==> src/rtl/apb_rr_master.sv <==
// APB master with round-robin arbitration. NUM_REQ requesters share a single
// APB slave. The slave has no pready, so a transfer always takes a fixed
// number of cycles. Read data is sampled in the cycle after ACCESS, which is
// when the slave presents prdata.
module apb_rr_master #(
  parameter int NUM_REQ = 4,
  parameter int ADDR_W  = 8,
  parameter int DATA_W  = 32
) (
  input  logic                      clk,
  input  logic                      rst_n,
  input  logic [NUM_REQ-1:0]        req,
  input  logic [NUM_REQ-1:0]        req_write,
  input  logic [NUM_REQ*ADDR_W-1:0] req_addr,
  input  logic [NUM_REQ*DATA_W-1:0] req_wdata,
  output logic [NUM_REQ-1:0]        gnt,
  output logic [NUM_REQ-1:0]        done,
  output logic [DATA_W-1:0]         rdata,
  output logic                      psel,
  output logic                      penable,
  output logic                      pwrite,
  output logic [ADDR_W-1:0]         paddr,
  output logic [DATA_W-1:0]         pwdata,
  input  logic [DATA_W-1:0]         prdata
);

  localparam int IDX_W = (NUM_REQ > 1) ? $clog2(NUM_REQ) : 1;
  localparam logic [NUM_REQ-1:0] ONE_HOT0 = NUM_REQ'(1);

  typedef enum logic [1:0] {IDLE, SETUP, ACCESS, CAPTURE} state_t;

  state_t             state_reg;
  logic [IDX_W-1:0]   rr_ptr_reg;
  logic [IDX_W-1:0]   owner_reg;
  logic [IDX_W-1:0]   winner;
  logic [IDX_W-1:0]   cand;
  logic               winner_valid;
  logic [1:0]         rst_sync_reg;
  logic               rst_int_n;

  logic [ADDR_W-1:0]  addr_arr  [NUM_REQ];
  logic [DATA_W-1:0]  wdata_arr [NUM_REQ];

  // Unpack the flat requester buses into per-requester arrays.
  generate
    for (genvar gi = 0; gi < NUM_REQ; gi++) begin : g_unpack
      assign addr_arr[gi]  = req_addr[gi*ADDR_W +: ADDR_W];
      assign wdata_arr[gi] = req_wdata[gi*DATA_W +: DATA_W];
    end
  endgenerate

  // Reset synchronizer: assertion is immediate, release is aligned to clk.
  always_ff @(posedge clk or negedge rst_n) begin
    if (!rst_n) rst_sync_reg <= 2'b00;
    else        rst_sync_reg <= {rst_sync_reg[0], 1'b1};
  end
  assign rst_int_n = rst_sync_reg[1];

  // Round-robin pick: scan from farthest to nearest after the pointer, so
  // the last hit is the first requester following the previous winner.
  always_comb begin
    winner       = '0;
    winner_valid = 1'b0;
    cand         = '0;
    for (int k = NUM_REQ; k >= 1; k--) begin
      cand = IDX_W'((int'(rr_ptr_reg) + k) % NUM_REQ);
      if (req[cand]) begin
        winner       = cand;
        winner_valid = 1'b1;
      end
    end
  end

  // Transfer sequencer. All bus and handshake outputs are registered here.
  always_ff @(posedge clk or negedge rst_int_n) begin
    if (!rst_int_n) begin
      state_reg  <= IDLE;
      rr_ptr_reg <= IDX_W'(NUM_REQ - 1);
      owner_reg  <= '0;
      gnt        <= '0;
      done       <= '0;
      rdata      <= '0;
      psel       <= 1'b0;
      penable    <= 1'b0;
      pwrite     <= 1'b0;
      paddr      <= '0;
      pwdata     <= '0;
    end else begin
      gnt  <= '0;
      done <= '0;
      case (state_reg)
        IDLE: begin
          if (winner_valid) begin
            paddr      <= addr_arr[winner];
            pwdata     <= wdata_arr[winner];
            pwrite     <= req_write[winner];
            psel       <= 1'b1;
            penable    <= 1'b0;
            gnt        <= ONE_HOT0 << winner;
            rr_ptr_reg <= winner;
            owner_reg  <= winner;
            state_reg  <= SETUP;
          end
        end
        SETUP: begin
          penable   <= 1'b1;
          state_reg <= ACCESS;
        end
        ACCESS: begin
          psel    <= 1'b0;
          penable <= 1'b0;
          if (pwrite) begin
            done      <= ONE_HOT0 << owner_reg;
            state_reg <= IDLE;
          end else begin
            state_reg <= CAPTURE;
          end
        end
        CAPTURE: begin
          rdata     <= prdata;
          done      <= ONE_HOT0 << owner_reg;
          state_reg <= IDLE;
        end
        default: state_reg <= IDLE;
      endcase
    end
  end

endmodule

==> config.mk <==
export PLATFORM = sky130hd
export DESIGN_NAME = apb_rr_master
export DESIGN_NICKNAME = d
export VERILOG_FILES = /design/src/rtl/apb_rr_master.sv
export SDC_FILE = /design/constraint.sdc
export NUM_CORES = 1
export LEC_CHECK = 0
export ABC_CLOCK_PERIOD_IN_PS = 4350
export BUFFER_PORTS_ARGS = -buffer_cell sky130_fd_sc_hd__buf_2
export CAP_MARGIN = 20
export CORE_AREA = 2 2 110 112
export DETAILED_ROUTE_END_ITERATION = 16
export DIE_AREA = 0 0 112 114
export PLACE_DENSITY_LB_ADDON = 0.25
export SYNTH_ARGS = -nofsm -noshare
export SYNTH_HDL_FRONTEND = slang
export SYNTH_SLANG_ARGS = --single-unit
==> constraint.sdc <==
create_clock -name clk -period 4.35 [get_ports clk]
set_clock_uncertainty 0.05 [all_clocks]
set_input_delay 0.87 -clock clk [delete_from_list [all_inputs] [get_ports clk]]
set_output_delay 0.87 -clock clk [all_outputs]
set_load 0.01 [all_outputs]
# Word level (Yosys, flattened, before mapping)
# Cells that the tools add are included.
dict set report classes {
  order_cmp 6
  muxes 35
  n_div 0
  bitwise 1
  shifts 2
  n_addsub 4
  n_mul 0
  n_reduce_logical 6
  eq_ne 4
}
# cell count
set ops {}
lappend ops {{$bmux W32 S2} 1}
lappend ops {{$mux W32} 2}
lappend ops {{$bmux W8 S2} 1}
lappend ops {{$mux W8} 2}
lappend ops {{$lt A2 B3 Y1 const B} 5}
lappend ops {{$mux W2} 6}
lappend ops {{$mux W4} 3}
lappend ops {{$mux W1} 11}
lappend ops {{$bmux W1 S2} 5}
lappend ops {{$pmux W2 S4} 1}
lappend ops {{$pmux W4 S2} 1}
lappend ops {{$shl A1 B2 Y4 const A} 2}
lappend ops {{$reduce_and A2 Y1} 3}
lappend ops {{$add A2 B1 Y2 const B} 2}
lappend ops {{$add A2 B2 Y2 const B} 2}
lappend ops {{$eq A2 B2 Y1 const B} 2}
lappend ops {{$ge A3 B3 Y1 const B} 1}
lappend ops {{$not A2 Y3} 1}
lappend ops {{$pmux W1 S3} 1}
lappend ops {{$reduce_bool A3 Y1} 1}
lappend ops {{$eq A2 B1 Y1 const B} 1}
lappend ops {{$logic_not A2 Y1} 1}
lappend ops {{$ne A2 B2 Y1 const B} 1}
lappend ops {{$pmux W1 S2} 1}
lappend ops {{$reduce_bool A2 Y1} 1}
dict set report word_totals {
  output_inout_bits 83
  reg_bits 91
  latch_bits 0
  rom_bits 0
  inputBits 202
  ramBits 0
  elab_cells 70
  mem_count 0
}

# Depth between registers and ports, before layout
dict set report logic_depth {
  ltp_word 11
  mapped_depth 7
  depth_no_buf 5
}

# Least setup slack after synthesis
# Ideal clock, no wire load.
dict set report synth_timing {
  path_kind {input-to-reg}
  startpoint {input req[2]}
  endpoint {register paddr[0]}
  stages 7
  arrival_ps 2013
  setup_time_ps 94
  path_buffers 2
  setup_slack_ps 2193
  t_required_ps 4206
  path_cell_list {nand2b_1 -> a21o_2 -> and3_4 -> buf_12 -> buf_12 -> mux2i_1 -> a211oi_1}
}
dict set report synth_via {
  elab_chain_len 10
  word_cells_on_any_way 21
  cone_classes {mux: 19; bitwise: 1; reduce/logical: 1}
}
# item line
set synth_lines {}
lappend synth_lines {{from (decl)} 12} ;# input logic [NUM_REQ-1:0] req,
lappend synth_lines {{$bmux W1 S2} 67} ;# if (req[cand]) begin
lappend synth_lines {{$mux W1 (not written as such)} 67}
lappend synth_lines {{$mux W2 (4 in a row)} 67}
lappend synth_lines {{$not A2 Y3 (not written as such)} 94} ;# paddr <= addr_arr[winner];
lappend synth_lines {{$bmux W8 S2} 94}
lappend synth_lines {{$mux W8 (not written as such) (2 in a row)} 94}
lappend synth_lines {{to (signal assigned)} 94}
lappend synth_lines {{to (decl)} 22} ;# output logic [ADDR_W-1:0] paddr,
# Parallel ways exist; a longest one is shown, timed or not. The select of a mux whose other input is x is not followed.
# A chain may end at the register's enable or synchronous reset.

# Worst setup path after layout
dict set report layout_timing {
  startpoint {input req[1]}
  endpoint {register paddr[1]}
}
# Same word-level chain as after synthesis.

==> impl_metrics.ini <==
[clocking]
insertion_delay_ps = 340
postCtsSetupBuffers = 0
cts_hold_buf = 0
clock-root-buffer = clkbuf_16
h-tree-depth = 3
cts-buffers-inserted = 9
cts_sinks = 91
clock_path_buffers = 2
cts_tree = yes
cts_resized = 0
path_clk_slew_ps = 60

[timing]
whs_ps = 256
slew_headroom = 0.282
hold_viol = 0
finalMaxSlewViolations = 0
fin_crit_sh = 0.679
setup_viol = 0
clock.fmax_mhz = 339
tightest_slew_ps = 1080
grt_setup_unrepaired = no
min_period_ps = 2950
fin_setup_tns_ps = 0

[global_routing]
grt_usage = 0.222
grt_max_degree = 61
grt_pass1_wl_um = 22300
antenna_found_initial = 0
overflow = 0
grt_pass1_vias = 4535

[critical_path]
cp_slowest_cell = a21o_2
cp-startpoint = req[1]
reg2reg_slack_ps = 1450
r2r-start = rr_ptr_reg[0]
startpoint_type = input pin
cpMostUsedCell = a211oi_1
worstPathArrival_ps = 3060
reg2reg_to = paddr[1]
max_stage_delay_ps = 590
endpoint = paddr[1]
crit_type = input pin to flip-flop
cp.buffers_inverters = 2
cp_cell_sequence = buf_2 -> nand2b_1 -> a21o_2 -> nand3_2 -> buf_4 -> a211oi_1 -> a211oi_1
cp_num_cells = 7
required_ps = 4460
worstRegToRegCells = 6
cpLargestDelayFamily = compound AO/OA/AOI/OAI gates
endpoint_kind = flip-flop
worstPathMaxFanout = 43

[synthesis]
yosys_warnings = 0
synth_cell_type_count = 34
synthMuxAreaShare = 0.164
synthDominantCellAreaShare = 0.473
seq_area_frac_synth = 0.484
syn_inst = 416
synth-xor-area-share = 0
synth_seq_cells = 91
synth.avg_cell_area_um2 = 11.3
synthAdderAreaFrac = 0
synthTopCellsByArea = dfrtp_1 (47%), a211oi_1 (13%), mux2i_1 (8.7%)
synth_area_leader_cell = dfrtp_1
synth_top_family_by_area = multiplexers
synth-compound-area-share = 0.149
synth-simple-area-share = 0.150
syn_area_um2 = 4710
syn_nets = 618

[finish]
regArea_um2 = 2280
largestRegisters = pwdata (32), rdata (32), paddr (8)
multi_input_area_um2 = 2190
fillers = 1068
utilization = 0.550
drive_gt1_frac = 0.514
nets = 882
diodes = 0
stdcell_count = 832
synthToLayoutAreaGrowth_pct = 36.9

[floorplan]
die-area_um2 = 12800
num_rows = 40
io_pins = 285
die_w_um = 112
die_y_um = 114
start_util = 0.402
core-area_um2 = 11700

[placement]
finalWeightedCongestion = 0.829
dp_cells = 816
dpl.hpwl_um = 10500
portBuffers = 284

[drt]
drtAntennaViolNets = 0
via_count = 4498
drt-initial-drc-count = 187
drc = 0
wl_per_cell_um = 17.4
drtPass1Iterations = 4
avgViaCountPerCell = 5.41
wl_um = 14500

[worst_hold_path]
min_path_type = input pin to asynchronous set/reset pin

[power]
vdd_drop_max_mv = 0.489
cellPowerDensity_nw_per_um2 = 677
leakagePower_nw = 3.12

[run]
drv_cap = 0

[run_status]
status = completed
-- Yosys cell counts --
cell / number
o21ai_2: 1
nor2_1: 49
a211oi_1: 82
a21o_2: 1
nand3_1: 1
nand2b_1: 2
buf_12: 5
or2_2: 1
nor2b_1: 1
buf_1: 4
nand2_2: 1
and3_1: 1
o221a_2: 1
and4_1: 41
dfrtp_1: 89
o21ai_1: 1
and3_4: 1
nand2_1: 7
dfstp_2: 2
buf_2: 8
nor3_2: 1
nor4_2: 1
mux2i_1: 41
conb_1: 1
inv_1: 4
a21oi_1: 3
mux2_2: 32
o21ai_0: 4
o21ai_4: 1
clkbuf_1: 20
nor3_1: 6
or3_1: 1
nor2b_4: 1
nand3_2: 1
-- routing by layer --
metal	share of wire	wire length, um	up-vias	GRT usage
met1	0.39	5670	2134	0.257
li1	-	-	2100	-
met5	0	0	-	0
met2	0.49	7150	236	0.395
met3	0.090	1310	28	0.0574
met4	0.026	374	0	0.0862
-- report_power, final --
part	leakage, nW	switching [mW]	internal (mW)
combinational	1.94	1.18	0.932
clock	0.133	0.326	0.406
sequential	1.05	0.248	1.27
total	3.12	1.76	2.61
-- how the worst min path moves through the flow --
stage	start	endpoint	cells past startpoint
5_1_grt	rst_n	rst_sync_reg[0]	1
3_3_place_gp	rst_sync_reg[0]	rst_sync_reg[1]	0
3_5_place_dp	rst_sync_reg[0]	rst_sync_reg[1]	0
6_report	rst_n	rst_sync_reg[1]	1
4_1_cts	rst_n	rst_sync_reg[1]	1
2_1_floorplan	rst_sync_reg[0]	rst_sync_reg[1]	0
-- cells in the final DEF (no fill, tap or decap), types with 2 or more instances in the layout --
cell type and n:
buf_2 284, mux2_2 32, a211oi_1 82, dfrtp_1 88, clkinvlp_4 2, inv_6 2
a21oi_1 3, inv_1 4, buf_4 5, clkbuf_16 9, nand2_1 7, nor2_1 48
mux2i_1 41, o21ai_0 4, nor3_1 6, dfstp_2 2, and4_1 41, nand2b_1 2
-- cells by family (layout without fill, tap and decap cells) --
logic type / Yosys count / count (layout)
other: 1 / 1
buffers and inverters: 41 / 310
AND/OR/NAND/NOR: 116 / 116
multiplexers: 73 / 73
AO/OA/AOI/OAI: 94 / 94
flip-flops: 91 / 91
-- area by class of cell --
| class | instances | share of cell area |
|---|---|---|
| Multi-Input combinational cell | 284 | 0.341 |
| Tap cell | 147 | 0.0285 |
| Inverter | 4 | 0.00233 |
| Clock buffer | 11 | 0.0377 |
| Sequential cell | 91 | 0.354 |
| Clock inverter | 5 | 0.00583 |
| Timing Repair Buffer | 290 | 0.231 |
-- per-stage QoR --
step / worst slack (ps) / power (mW) / cell area, um2
finish: 1400 / 4.36 / 6440
global route: 1240 / 4.67 / 6440
CTS: 1440 / 4.40 / 6440
detailed placement: 1100 / 3.66 / 6160
global placement: 1190 / 3.57 / 6140
floorplan: 1580 / 2.93 / 4710
(Power assumes the default switching activity.)
